$ cat config.mk
export PLATFORM = sky130hd
export DESIGN_NAME = read_arbiter
export DESIGN_NICKNAME = d
export VERILOG_FILES = /design/src/rtl/read_arb_pkg.sv /design/src/rtl/rr_pick.sv /design/src/rtl/read_arbiter.sv
export SDC_FILE = /design/constraint.sdc
export NUM_CORES = 1
export LEC_CHECK = 0
export CORE_AREA = 2 2 64 66
export CTS_CLUSTER_DIAMETER = 120
export DETAILED_ROUTE_END_ITERATION = 16
export DIE_AREA = 0 0 66 68
export GPL_ROUTABILITY_DRIVEN = 0
export PLACE_DENSITY = 0.83
export SYNTH_ARGS = -nofsm -noshare
export SYNTH_HDL_FRONTEND = slang
export SYNTH_HIERARCHICAL = 1
export SYNTH_SLANG_ARGS = --single-unit
$ cat constraint.sdc
create_clock -name clk -period 6.7 [get_ports clk]
set_input_delay 0.67 -clock clk [delete_from_list [all_inputs] [get_ports clk]]
set_output_delay 0.67 -clock clk [all_outputs]
set_load 0.05 [all_outputs]
$ cat src/rtl/read_arb_pkg.sv
// Shared types and defaults for the read arbiter and its helpers.
package read_arb_pkg;

    // Arbiter FSM states; 2-bit encoding.
    typedef enum logic [1:0] {
        ST_IDLE = 2'd0,
        ST_READ = 2'd1,
        ST_HOLD = 2'd2
    } state_t;

    // Cycles allowed in READ or HOLD before the transaction is aborted.
    localparam int DEFAULT_TIMEOUT = 15;

endpackage

$ cat src/rtl/rr_pick.sv
// Combinational round-robin picker: first set request at or above ptr, with wrap.
module rr_pick #(
    parameter int N  = 4,
    parameter int PW = $clog2(N)
) (
    input  logic [N-1:0]  req,
    input  logic [PW-1:0] ptr,
    output logic          valid,
    output logic [PW-1:0] idx,
    output logic [N-1:0]  onehot
);

    logic [PW:0]   pos;
    logic [PW-1:0] cand;

    // Walk offsets 0..N-1 from ptr; the smallest offset with a request wins.
    always_comb begin
        valid  = 1'b0;
        idx    = '0;
        onehot = '0;
        pos    = '0;
        cand   = '0;
        for (int k = 0; k < N; k++) begin
            pos = {1'b0, ptr} + (PW+1)'(k);
            if (pos >= (PW+1)'(N)) pos = pos - (PW+1)'(N);
            cand = pos[PW-1:0];
            if (!valid && req[cand]) begin
                valid        = 1'b1;
                idx          = cand;
                onehot[cand] = 1'b1;
            end
        end
    end

endmodule

$ cat src/rtl/read_arbiter.sv
// Round-robin owner of the shared rd/ack reader: grants one requester at a
// time, runs the four-phase handshake, captures data, reports done or timeout.
module read_arbiter
    import read_arb_pkg::*;
#(
    parameter int N       = 4,
    parameter int DW      = 8,
    parameter int TIMEOUT = DEFAULT_TIMEOUT
) (
    input  logic          clk,
    input  logic          rst,
    input  logic [N-1:0]  req,
    output logic [N-1:0]  gnt,
    output logic          rd,
    input  logic          ack,
    input  logic [DW-1:0] rd_data,
    output logic [DW-1:0] data_out,
    output logic [N-1:0]  done,
    output logic          err
);

    localparam int PW = $clog2(N);
    localparam int CW = $clog2(TIMEOUT + 1);

    state_t        state, state_d;
    logic [PW-1:0] ptr, ptr_d, owner, owner_d, ptr_nxt;
    logic [CW-1:0] cnt, cnt_d, cnt_inc;
    logic          cnt_max;
    logic [N-1:0]  gnt_d, done_d;
    logic          rd_d, err_d;
    logic [DW-1:0] data_d;

    logic          pick_valid;
    logic [PW-1:0] pick_idx;
    logic [N-1:0]  pick_onehot;

    rr_pick #(.N(N), .PW(PW)) u_pick (
        .req    (req),
        .ptr    (ptr),
        .valid  (pick_valid),
        .idx    (pick_idx),
        .onehot (pick_onehot)
    );

    // Timeout counter compare/saturating increment and next search start.
    assign cnt_max = (cnt == CW'(TIMEOUT));
    assign cnt_inc = cnt_max ? cnt : cnt + CW'(1);
    assign ptr_nxt = (owner == PW'(N - 1)) ? '0 : owner + PW'(1);

    // Next-state and next-output logic; every output is registered below.
    always_comb begin
        state_d = state;
        ptr_d   = ptr;
        owner_d = owner;
        cnt_d   = cnt;
        gnt_d   = gnt;
        rd_d    = rd;
        done_d  = '0;
        err_d   = 1'b0;
        data_d  = data_out;
        case (state)
            ST_IDLE: begin
                // ack seen here is stale from a previous reader cycle; ignore it.
                if (pick_valid) begin
                    owner_d = pick_idx;
                    gnt_d   = pick_onehot;
                    rd_d    = 1'b1;
                    cnt_d   = '0;
                    state_d = ST_READ;
                end
            end
            ST_READ: begin
                // ack wins over timeout when both land on the same edge.
                if (ack) begin
                    data_d  = rd_data;
                    done_d  = gnt;
                    rd_d    = 1'b0;
                    cnt_d   = '0;
                    state_d = ST_HOLD;
                end else if (cnt_max) begin
                    err_d   = 1'b1;
                    rd_d    = 1'b0;
                    cnt_d   = '0;
                    state_d = ST_HOLD;
                end else begin
                    cnt_d = cnt_inc;
                end
            end
            ST_HOLD: begin
                // Wait for the reader to drop ack before releasing the grant.
                if (!ack || cnt_max) begin
                    err_d   = ack;
                    ptr_d   = ptr_nxt;
                    gnt_d   = '0;
                    cnt_d   = '0;
                    state_d = ST_IDLE;
                end else begin
                    cnt_d = cnt_inc;
                end
            end
            default: begin
                gnt_d   = '0;
                rd_d    = 1'b0;
                cnt_d   = '0;
                state_d = ST_IDLE;
            end
        endcase
    end

    // State, bookkeeping and registered outputs; reset drops rd/gnt at once.
    always_ff @(posedge clk or posedge rst) begin
        if (rst) begin
            state    <= ST_IDLE;
            ptr      <= '0;
            owner    <= '0;
            cnt      <= '0;
            gnt      <= '0;
            rd       <= 1'b0;
            done     <= '0;
            err      <= 1'b0;
            data_out <= '0;
        end else begin
            state    <= state_d;
            ptr      <= ptr_d;
            owner    <= owner_d;
            cnt      <= cnt_d;
            gnt      <= gnt_d;
            rd       <= rd_d;
            done     <= done_d;
            err      <= err_d;
            data_out <= data_d;
        end
    end

endmodule
Word-level counts from Yosys, hierarchy flattened:

Cells that the tools add are included.

* $add $sub $neg: 9
* multiply operators: 0
* divide/modulo/power cells: 0
* magnitude comparators: 12
* equality and inequality tests: 7
* shifts and indexed selects: 0
* multiplexer cells: 57
* bitwise operators: 5
* reductions and logical operators: 19

Operator list (number)
* $mux 4: 13
* $mux 2: 13
* $pmux 4 s3: 2
* $mux 1: 18
* $lt 2x3->1 const B: 4
* $or 4x4->4: 3
* $ge 3x3->1 const B: 3
* $reduce_and 3->1: 3
* $bmux 1 s2: 4
* $demux 1 s2: 4
* $ge 2x1->1 const B: 4
* $sub 2x1->2 const B: 4
* $logic_and 1x1->1: 7
* $add 2x2->3 const B: 2
* $pmux 2 s3: 1
* $reduce_and 2->1: 3
* $add 4x1->4 const B: 1
* $eq 2x2->1 const B: 2
* $eq 4x4->1 const B: 1
* $logic_not 1->1: 4
* $ne 2x2->1 const B: 2
* $add 2x1->3 const B: 1
* $ge 2x3->1 const B: 1
* $ne 3x3->1 const B: 1
* other kinds (7): 8

* register bits after elaboration: 28
* latch bits: 0
* bits in writable memories: 0
* ROM bits: 0
* bits of input ports: 15
* memories: 0

Longest topological paths before layout:

Gate-level depths: netlist of run 1.

* depth after elaboration: 16
* mapped depth: 11
* depth with buffers taken out: 8

By module:

The synthesis of run 1 kept the hierarchy.

Modules (own cells, without submodules)
* read_arbiter: instances 1, cells each 106, area an instance 1307.5 um^2, sequential area each 700.7 um^2
* rr_pick: instances 1, cells each 45, area an instance 421.7 um^2, sequential area each 0.0 um^2

Worst setup path before layout of run 1:

Ideal clock, no wire load.

* path kind: register to register
* from: reg ptr[0]
* to: reg owner[0]
* setup time: 125 ps
* arrival time: 2294 ps
* required time: 6575 ps
* path slack: 4282 ps
* cell stages (with the launch flop): 11
* path buffers: 3
* path through: dfrtp_1 buf_6 inv_1 ha_1 mux4_2 buf_6 nor3_1 nand2b_1 and2_1 clkbuf_1 mux2_2

* cells in the longest elaborated chain, start to end: 15
* elaborated cells between the ends (all ways): 38
* classes of those cells: add/sub (7); order compare (4); mux (20); reduce/logical (7)

Ends and longest elaborated chain
* start: declaration: RTL line read_arbiter.sv:26 `logic [PW-1:0] ptr, ptr_d, owner, owner_d, ptr_nxt;`
* start signal: assignment: RTL line read_arbiter.sv:124 `ptr <= ptr_d;`
* parallel branches: the longest is 13 deep, another holds $add 2x1->3
* $mux 1 (*): RTL line rr_pick.sv:27 `if (!valid && req[cand]) begin`
* net pick_valid: RTL line read_arbiter.sv:33 `logic pick_valid;`
* $reduce_and 2->1 (no line) (*)
* end signal: assignment: RTL line read_arbiter.sv:125 `owner <= owner_d;`
* end: declaration: RTL line read_arbiter.sv:26

Mark *: on every way through the listed nets, which the timed path passes. The select of a mux whose other input is x is not followed.
A chain may end at the register's enable or synchronous reset.

Worst setup path after layout of run 1:

* from: reg ptr[0]
* to: reg gnt[2]

* cells in the longest elaborated chain, start to end: 16
* elaborated cells between the ends (all ways): 64
* classes of those cells: add/sub (7); order compare (12); eq/ne (1); mux (30); bitwise (3); reduce/logical (11)

Ends and longest elaborated chain
* parallel branches: the longest is 13 deep, another holds $add 2x1->3
* $mux 1 (*): RTL line rr_pick.sv:27
* net pick_valid: RTL line read_arbiter.sv:33
* $ne 2x2->1 (no line) (*)
* $reduce_and 3->1 (no line) (*)
* end signal: assignment: RTL line read_arbiter.sv:127 `gnt <= gnt_d;`
* end: declaration: RTL line read_arbiter.sv:13 `output logic [N-1:0] gnt,`

Marks and branches as above.

==> metrics, run 1 <==
die area=4490 um^2; PostCTS Resize Cnt=0; Mapped Area=1730 um^2; Avg WL per Cell=14.3 um; dpl hpwl=2420 um; Final Max Slew Viols=0; Data arrival, critical path=3.17 ns; CTS tree=built; Vias per Instance=5.61; post-synthesis sequential area ratio=40.5%; Layout Nets=206; Distinct cells, synth=41; clock period minus worst slack=2.96 ns; max cap viols=0; Mapped Avg Cell Area=11.5 um^2; Fin Hold WS=0.512 ns; input/output buffers=32; CP Class=reg -> reg; DR iter-0 viols=80; share of layout cells above drive strength 1=15.0%; postcts setup bufs=0; top-level port count=33; vias in the first global route=1216; Final period util=44.1%; synth top area cells=dfrtp_1, mux2_2, ha_1, a22oi_1, mux4_1; post-synth top area share=40.5%; Max Root-Sink Buffers=2; DP Worst Slack=3.62 ns; dominant synthesized flop cell=dfrtp_1; Core ar.=3860 um^2; Worst Clk Skew=0.00499 ns; Initial Util=44.8%; CTS sink cnt=28; CTS Root Cell=clkbuf_8; first-pass GRT wire length=5460 um; yosys warns=6; CTS Buf Count=3; final-report hold violation count=0; ANT cells=0; most frequent cells in the layout=clkdlybuf4s50_1, dfrtp_1, mux2_2; Gate Count Post-Synth=151; remaining antenna violation count=0; initial antenna violation count=0; max_slew headroom=31.9%; Reg clk slew, reported paths=0.10 ns; max frequency=338 MHz; fillcell total=348; post-route worst setup slack=3.74 ns; Die Ht=68 um; Die Wd=66 um; Hold WC Path Type=reg -> reg; final WL=3290 um; CP required=6.91 ns; async set or reset register ratio after synthesis=100%; largest net degree at the start of global routing=29; setup TNS=0 ns; most common cell after layout, fill and taps aside=clkdlybuf4s50_1; leakage power=0.938 nW; crit path max fanout=14; RSZ-0062 raised after global routing=no; Core Rows=23; crit end category=flop; Yosys top cell by area=dfrtp_1; # hold bufs at CTS=0; synthesized flop and latch total=28; Startpoint Class=flop; gr usage total=15.5%; total gr overflow=0; drt drc=0; Final setup viols=0; Worst-Skew Late Latency=0.27 ns; number of synthesized flops with an enable pin=0; worst vdd ir=0.229 mV; Mapped Nets=176; DR vias=1290; pwr dens=502 nW/um^2; Tot Pwr=0.00107 W; H-tree Lvls=1; Area Growth Syn to Fin=23.3%; Tightest Pin Transition=1.02 ns; DRT Pass-1 Iters=4; outcome=finished clean
==> metal layers <==
| layer | GRT usage (%) | wire length [um] | up-vias |
|---|---|---|---|
| li1 | - | - | 628 |
| met4 | 3.57 | 17 | 0 |
| met2 | 28.7 | 1660 | 37 |
| met1 | 19.7 | 1470 | 621 |
| met3 | 1.64 | 136 | 4 |
| met5 | 0 | 0 | - |
==> synthesized netlist by cell type (all sizes together) (3+ instances only) <==
library cell	n
o21ai	7
nand2	8
and3	6
nand2b	4
mux2i	4
ha	10
a32o	3
buf	5
mux4	4
nand3	5
nor2	4
mux2	14
a22oi	8
inv	10
a21oi	3
o211ai	3
dfrtp	28
==> stage by stage <==
stage / std cells / instance area [um^2] / util [%]
CTS: 230 / 2130 / 55.3
global placement: 226 / 2060 / 53.4
detailed placement: 226 / 2060 / 53.4
floorplan: 151 / 1730 / -
finish: 230 / 2130 / 55.3
global route: 230 / 2130 / 55.3
==> critical path: stages, from the launching register on <==
cell and delay [ns]:
dfrtp_1 0.69, inv_1 0.13, ha_1 0.38, mux4_2 0.44, nor3_1 0.27, nand2b_1 0.15
nor2b_1 0.53, a21o_1 0.16, a32o_1 0.13
==> sequential cells by signal, summed over array words and instances (netlist names) <==
| name | flops |
|---|---|
| gnt | 4 |
| owner | 2 |
| state | 2 |
| rd | 1 |
| data_out | 8 |
| done | 4 |
| cnt | 4 |
| ptr | 2 |
| err | 1 |
==> area by class of cell <==
cell class,instances,area (um^2),area share [%]
clock buffers,3,41.3,1.94
multi-input cells,106,940,44.1
inverters,10,37.5,1.76
repair buffers,32,320,15.0
well taps,50,62.6,2.93
flip-flops and latches,28,701,32.9
clock inverters,1,30.0,1.41
==> power breakdown <==
part | internal, W | leakage (nW) | total, W | switching (W)
logic | 0.000279 | 0.545 | 0.000649 | 0.000371
clock network | 0.0000799 | 0.0357 | 0.000132 | 0.0000519
registers | 0.000231 | 0.358 | 0.000288 | 0.0000571
total | 0.000590 | 0.938 | 0.00107 | 0.000480
==> path summary, 6_finish.rpt <==
path	start	to	slack, ns	cells past startpoint
max in group asynchronous	rst	state[1]$_DFFE_PP0P_	5.14	2
worst min register to register	data_out[5]$_DFFE_PP0P_	data_out[5]$_DFFE_PP0P_	0.51	1
worst max-delay path	ptr[0]$_DFFE_PP0P_	gnt[2]$_DFFE_PP0P_	3.74	8
worst min-delay path	data_out[5]$_DFFE_PP0P_	data_out[5]$_DFFE_PP0P_	0.51	1
min in group asynchronous	rst	owner[0]$_DFFE_PP0P_	0.94	2
worst max register to register	ptr[0]$_DFFE_PP0P_	gnt[2]$_DFFE_PP0P_	3.74	8
==> cells by family (layout without fill, tap and decap cells) <==
logic type | Yosys count | after routing | share of synthesized area (%)
AOI/OAI and AO/OA | 35 | 35 | 15.1
DFF | 28 | 28 | 40.5
and+or+nand+nor | 39 | 39 | 14.8
muxes | 22 | 22 | 17.3
buffers and inverters | 17 | 46 | 5.14
adders and majority gates | 10 | 10 | 7.24
Note: power is estimated with default switching activity, not from simulation.
==> run 2: changes to the inputs <==
--- a/config.mk
+++ b/config.mk
@@ -10,7 +10,7 @@
 export DETAILED_ROUTE_END_ITERATION = 16
 export DIE_AREA = 0 0 66 68
 export GPL_ROUTABILITY_DRIVEN = 0
-export PLACE_DENSITY = 0.83
+export PLACE_DENSITY = 0.85
 export SYNTH_ARGS = -nofsm -noshare
 export SYNTH_HDL_FRONTEND = slang
 export SYNTH_HIERARCHICAL = 1
==> constraint.sdc (replaced) <==
create_clock -name clk -period 2.4 [get_ports clk]
set_input_delay 0.24 -clock clk [delete_from_list [all_inputs] [get_ports clk]]
set_output_delay 0.24 -clock clk [all_outputs]
set_load 0.05 [all_outputs]
==> run 2 against run 1 <==
  * Clock power rose to 2.8 times the previous value
  * Sequential share of layout area down 0.86 points
  * Utilization up 1.5 points
  * Combinational power rose to 3.0 times the previous value
  * Power rose to 2.9 times the previous value
  * Fmax up 36%
  * Flip-flop and latch count unchanged
  * Critical path depth up 1
  * Final area up 2.7%
  * Clock-buffer cell count unchanged
  * Via count unchanged
  * Largest cell class unchanged
==> metrics, run 2 (synthesized netlist as in run 1, its figures left out) <==
outcome=finished clean; slowest CP cell=mux4_2; R2R depth=9 (+1); max frequency=459 MHz (+36%); register share of total power=24.6% (-2.4 points); max incr delay on CP=0.40 ns (-0.29 ns); reg2reg setup slack=0.22 ns (-3.52 ns); first-pass GRT wire length=5440 um (-0.37%); CP Class=reg -> reg; H-tree Lvls=1 (unchanged); Reg clk slew, reported paths=0.10 ns (about the same); dpl hpwl=2530 um (+4.5%); fillcell total=355 (+2.0%); pwr dens=1400 nW/um^2 (+180%); crit path max fanout=6 (-8); Area Growth Syn to Fin=26.6%; die area=4490 um^2 (unchanged); CTS sink cnt=28 (unchanged); PostCTS Resize Cnt=0 (unchanged); CP required=2.59 ns (-4.32 ns); worst vdd ir=0.907 mV (+300%); leakage power=0.974 nW (+3.8%); Avg WL per Cell=13.8 um (-3.7%); most common cell after layout, fill and taps aside=clkdlybuf4s50_1; Startpoint Class=flop; Core ar.=3860 um^2 (unchanged); Max Root-Sink Buffers=2 (unchanged); input/output buffers=32 (unchanged); Worst Clk Skew=0.00177 ns (-0.00322 ns); CP top delay family=multiplexers; Reg with most FFs=data_out; DRT Pass-1 Iters=4 (unchanged); share of layout cells above drive strength 1=18.7% (+3.7 points); Final period util=90.7% (+47 points); RSZ-0062 raised after global routing=no; worst-path cell chain=inv_1 -> ha_1 -> mux4_2 -> nor4b_4 -> buf_4 -> a22oi_1 -> o21ai_0 -> nand2_1 -> o211ai_1; Fin Hold WS=0.317 ns (-0.195 ns); Vias per Instance=5.44 (-3.0%); Tightest Pin Transition=0.512 ns (-0.509 ns); largest net degree at the start of global routing=29 (unchanged); Int Power=0.00171 W (+190%); sw frac=44.2% (-0.63 points); CTS tree=built; remaining antenna violation count=0 (unchanged); Die Ht=68 um (unchanged); final-report hold violation count=0 (unchanged); DR vias=1290 (unchanged); clock period minus worst slack=2.18 ns (-0.778 ns); # hold bufs at CTS=0 (unchanged); Clk pwr share=12.2% (about the same); CTS Buf Count=3 (unchanged); Net Sw Power=0.00135 W (+180%); worst path bufs/invs=2 (+1); ANT cells=0 (unchanged); RR Startpoint=ptr[1]$_DFFE_PP0P_; Hold WC Path Type=in -> async; initial antenna violation count=0 (unchanged); Largest register FFs=8 (unchanged); Data arrival, critical path=2.36 ns (-0.81 ns); total gr overflow=0 (unchanged); Initial Util=44.8% (unchanged); setup TNS=0 ns (unchanged); DR iter-0 viols=94 (+18%); Final Max Slew Viols=0 (unchanged); Worst-Skew Late Latency=0.27 ns (about the same); Layout Nets=213 (+3.4%); postcts setup bufs=0 (unchanged); drt drc=0 (unchanged); crit end category=flop; Final setup viols=0 (unchanged); start point of the critical path=ptr[1]$_DFFE_PP0P_; Gate power share=63.2% (+2.5 points); max_slew headroom=65.8% (+34 points); final WL=3260 um (-0.79%); vias in the first global route=1203 (-1.1%); Core Rows=23 (unchanged); max cap viols=0 (unchanged); gr usage total=15.5% (+0.032 points); CTS Root Cell=clkbuf_8; top-level port count=33 (unchanged); Die Wd=66 um (unchanged); worst reg2reg endpoint=gnt[3]$_DFFE_PP0P_; most frequent cells in the layout=clkdlybuf4s50_1, dfrtp_1, mux2_2
run 2: cell count changes in the layout (fill, tap and decap cells not counted), sizes merged:
| cell | previous run | this run |
|---|---|---|
| buf | 0 | 7 |
run 2: power by group through the flow:
stage	Combinational (W)	Clock (W)	Sequential (W)
after floorplan	0.00107	0	0.00115
after global placement	0.00190	0	0.000754
after detailed placement	0.00194	0	0.000762
after CTS	0.00194	0.000379	0.000754
after global routing	0.00209	0.000406	0.000779
final	0.00194	0.000374	0.000752
run 2: worst max-delay path by stage:
stage / to / cells after the start
global placement: owner[1]$_DFFE_PP0P_ / 6
floorplan: owner[1]$_DFFE_PP0P_ / 9
global route: gnt[3]$_DFFE_PP0P_ / 8
CTS: gnt[3]$_DFFE_PP0P_ / 8
detailed placement: owner[1]$_DFFE_PP0P_ / 6
finish: gnt[3]$_DFFE_PP0P_ / 9
run 2: layout make-up:
type / instances / area, um^2 / share of cell area (%)
Clock buffer: 3 / 41.3 / 1.89
Multi-Input combinational cell: 106 / 945 / 43.1
Inverter: 10 / 37.5 / 1.71
Sequential cell: 28 / 701 / 32.0
Timing Repair Buffer: 39 / 373 / 17.0
Tap cell: 50 / 62.6 / 2.86
Clock inverter: 1 / 30.0 / 1.37
run 2: layer usage:
metal	global-route usage, %	up-vias	routed length (um)	part of all wire, %
met4	3.57	0	14	0.43
met5	0	-	0	0
met3	1.81	2	118	3.6
met2	29.7	29	1750	54
met1	18.8	627	1380	42
li1	-	632	-	-
run 2: tightest hold or removal path, cell delays in order:
cell             delay, ns
clkdlybuf4s50_1       0.40
inv_1                 0.05
buf_4                 0.32
run 2: through the flow:
step	util [%]	worst slack (ns)	power [W]	instances	area, um^2
6_report	56.8	0.222	0.00306	237	2190
5_1_grt	56.8	0.0780	0.00327	237	2190
4_1_cts	56.8	0.215	0.00308	237	2190
3_5_place_dp	54.9	0.0617	0.00270	233	2120
3_3_place_gp	54.9	0.112	0.00266	233	2120
2_1_floorplan	-	0.0371	0.00222	151	1730
==> RTL change 1 (flow settings as in run 2) <==
Take the reset off `data_out` and load it in a clocked block of its own.
--- a/src/rtl/read_arbiter.sv
+++ b/src/rtl/read_arbiter.sv
@@ -118,7 +118,6 @@
             rd       <= 1'b0;
             done     <= '0;
             err      <= 1'b0;
-            data_out <= '0;
         end else begin
             state    <= state_d;
             ptr      <= ptr_d;
@@ -128,8 +127,11 @@
             rd       <= rd_d;
             done     <= done_d;
             err      <= err_d;
-            data_out <= data_d;
         end
     end
 
+    always_ff @(posedge clk) begin
+        data_out <= data_d;
+    end
+
 endmodule
Check against the original RTL: differs if rst is asserted again (counterexample within 4 cycles, from zero or initial values and one cycle with rst high); with rst held inactive, the same outputs for 10 cycles.
==> RTL change 1 against run 2 <==
  * Synthesized area fell by 3.9%
  * Non-clock buffer count grew 2
  * Clock skew grew 1.9 ps
  * Worst setup slack worse by 110 ps
  * Final area down 1.5%
  * Worst hold slack gained 69 ps
  * Die area is the same
  * Critical path depth is the same
  * Sequential cell count is the same
  * Wire length decreased by 1.4%
  * Power shrank 14%
==> RTL change 1: results (changes against run 2) <==
status=finished clean (unchanged); vias in the first global route=1,180 (was 1,203); drt total wl=3210 microns (was 3260 microns); Fill cells=345 (was 355); CP startpoint=ptr[0] (was ptr[1]); Tmin final=2290 ps (was 2180 ps); Async SR Flop Fraction=0.714 (was 1.00); Fin Hold WS=386 ps (was 317 ps); largest net degree at the start of global routing=21 (was 29); Yosys cell types=46 (was 41); leak pwr=0.910 nW (was 0.974 nW); dpl hpwl=2400 microns (was 2530 microns); crit path max fanout=13 (was 6); clock skew=3.70 ps (was 1.77 ps); Post-Layout Cell Count=234 (was 237); placed cell area=2080 sq um (was 2120 sq um); commonest cells in the netlist=dfrtp_1 (20), ha_1 (10), inv_1 (9), nand3_1 (9) (was dfrtp_1 (28), mux2_2 (13), ha_1 (10), inv_1 (10)); total track usage=0.152 (was 0.155); Final nets=210 (was 213); sequential area share after synthesis=0.446 (was 0.405); first-pass GRT wire length=5200 microns (was 5440 microns); placed insts=230 (was 233); CP Capture Point=gnt[2] (was gnt[3]); largest cells by area after synthesis=dfrtp_1 (30%), edfxtp_1 (14%), ha_1 (7.5%), a22oi_1 (3.6%), mux4_1 (3.2%) (was dfrtp_1 (41%), mux2_2 (8.5%), ha_1 (7.2%), a22oi_1 (3.5%), mux4_1 (3.0%)); Worst VDD drop=0.526 mV (was 0.907 mV); Via Count=1,311 (was 1,290); worst reg2reg setup slack=110 ps (was 220 ps); Avg Cell Area, Syn=11.5 sq um (about the same); Post-synth EDFFs=8 (was 0)
## RTL change 1: cell count changes after synthesis, sizes merged, moves of 2 or more
cell    change
a32o        -2
mux2        -8
mux2i       -2
edfxtp      +8
dfrtp       -8
o211ai      +2
nand3       +5
## RTL change 1: cell families after synthesis
| family | after synthesis | share of synthesized area |
|---|---|---|
| and+or+nand+nor | 44 | 0.167 |
| AOI/OAI and AO/OA | 36 | 0.156 |
| DFF | 28 | 0.446 |
| buffers and inverters | 14 | 0.0422 |
| muxes | 12 | 0.114 |
| adders and majority gates | 10 | 0.0753 |
## RTL change 1: cell type report
class                           count  area (sq um)  area share
Multi-Input combinational cell    102           866       0.401
Sequential cell                    28           741       0.343
Timing Repair Buffer               41           388       0.180
Clock buffer                        4          66.3      0.0307
Tap cell                           50          62.6      0.0290
Inverter                            9          33.8      0.0157
## RTL change 1: per-layer routing
layer | global-route usage | share of wire | vias up
met1 | 0.182 | 0.43 | 631
met3 | 0.0181 | 0.050 | 4
met5 | 0 | 0 | -
met2 | 0.275 | 0.50 | 49
met4 | 0.0689 | 0.018 | 0
li1 | - | - | 627
## RTL change 1: critical path, cell delays in order, from the launching register on
cell	delay [ps]
dfrtp_1	360
buf_4	210
mux4_2	540
buf_4	190
nor4b_4	270
buf_4	180
a22oi_1	60
o21ai_0	120
nand3_1	110
o211ai_1	170
## RTL change 1: per-stage QoR
stage | power [mW] | utilization
4_1_cts | 2.59 | 0.555
3_5_place_dp | 2.26 | 0.538
2_1_floorplan | 1.88 | -
3_3_place_gp | 2.22 | 0.538
6_report | 2.63 | 0.559
5_1_grt | 2.80 | 0.559
## RTL change 1: power breakdown
part	switching, mW	internal (mW)	total [mW]	leakage [nW]
Sequential	0.0767	0.623	0.699	0.338
Combinational	0.886	0.720	1.61	0.538
Clock	0.144	0.181	0.325	0.0339
==> RTL change 2 (config.mk and constraints of run 2) <==
Without the edit above. `N` is set to 4 in 2 places; all go to 16.
--- a/src/rtl/rr_pick.sv
+++ b/src/rtl/rr_pick.sv
@@ -1,6 +1,6 @@
 // Combinational round-robin picker: first set request at or above ptr, with wrap.
 module rr_pick #(
-    parameter int N  = 4,
+    parameter int N  = 16,
     parameter int PW = $clog2(N)
 ) (
     input  logic [N-1:0]  req,
--- a/src/rtl/read_arbiter.sv
+++ b/src/rtl/read_arbiter.sv
@@ -3,7 +3,7 @@
 module read_arbiter
     import read_arb_pkg::*;
 #(
-    parameter int N       = 4,
+    parameter int N       = 16,
     parameter int DW      = 8,
     parameter int TIMEOUT = DEFAULT_TIMEOUT
 ) (
Ports: changed (resized done, gnt and req); port bits go from 33 to 69. The function was not compared with the original's and may differ.
==> RTL change 2 against run 2 <==
  * The run now fails in global placement without I/O (3_1_place_gp_skip_io)
  * Synthesized area rose to 3.7 times the old value
==> RTL change 2: results (changes against run 2) <==
status=aborted with a tool error (was finished clean); Failed at=global placement without I/O (3_1_place_gp_skip_io); Err=[ERROR GPL-0301] Utilization 190.295 % exceeds 100%.; yosys warns=6 (unchanged); sequential area share after synthesis=0.221 (was 0.405); Top FF cell, synth=dfrtp_1 (unchanged); syn nets=797 (was 176); synthesis-stage register bit count=56 (was 28); synthesized instance count=751 (was 151); Yosys cell types=87 (was 41); largest cells by area after synthesis=dfrtp_1 (22%), mux4_2 (5.7%), nand2_1 (5.1%), ha_1 (3.7%), mux2_2 (3.5%) (was dfrtp_1 (41%), mux2_2 (8.5%), ha_1 (7.2%), a22oi_1 (3.5%), mux4_1 (3.0%)); commonest cells in the netlist=nand2_1 (87), dfrtp_1 (56), nor2_1 (51), clkbuf_1 (43), nand3_1 (34) (was dfrtp_1 (28), mux2_2 (13), ha_1 (10), inv_1 (10)); Std-Cell Rows=23 (unchanged); Async SR Flop Fraction=1.00 (unchanged)
RTL change 2: cell types whose count changed after synthesis, sizes merged, moves of 15 or more:
cell | run 2 | this run
clkbuf | 2 | 43
a31oi | 1 | 25
dfrtp | 28 | 56
and3 | 6 | 26
nor3 | 2 | 33
mux4 | 4 | 22
mux2i | 4 | 19
nor4 | 1 | 19
a21oi | 3 | 26
nand2 | 8 | 88
nand3 | 5 | 36
a22o | 0 | 17
nor2 | 4 | 51
RTL change 2: logic make-up after synthesis:
logic type | share of synthesized area
AND/OR/NAND/NOR | 0.243
AO/OA/AOI/OAI | 0.269
buffers and inverters | 0.0569
multiplexers | 0.151
flip-flops | 0.221
adder cells (fa/ha/maj) | 0.0374
XOR/XNOR | 0.0222
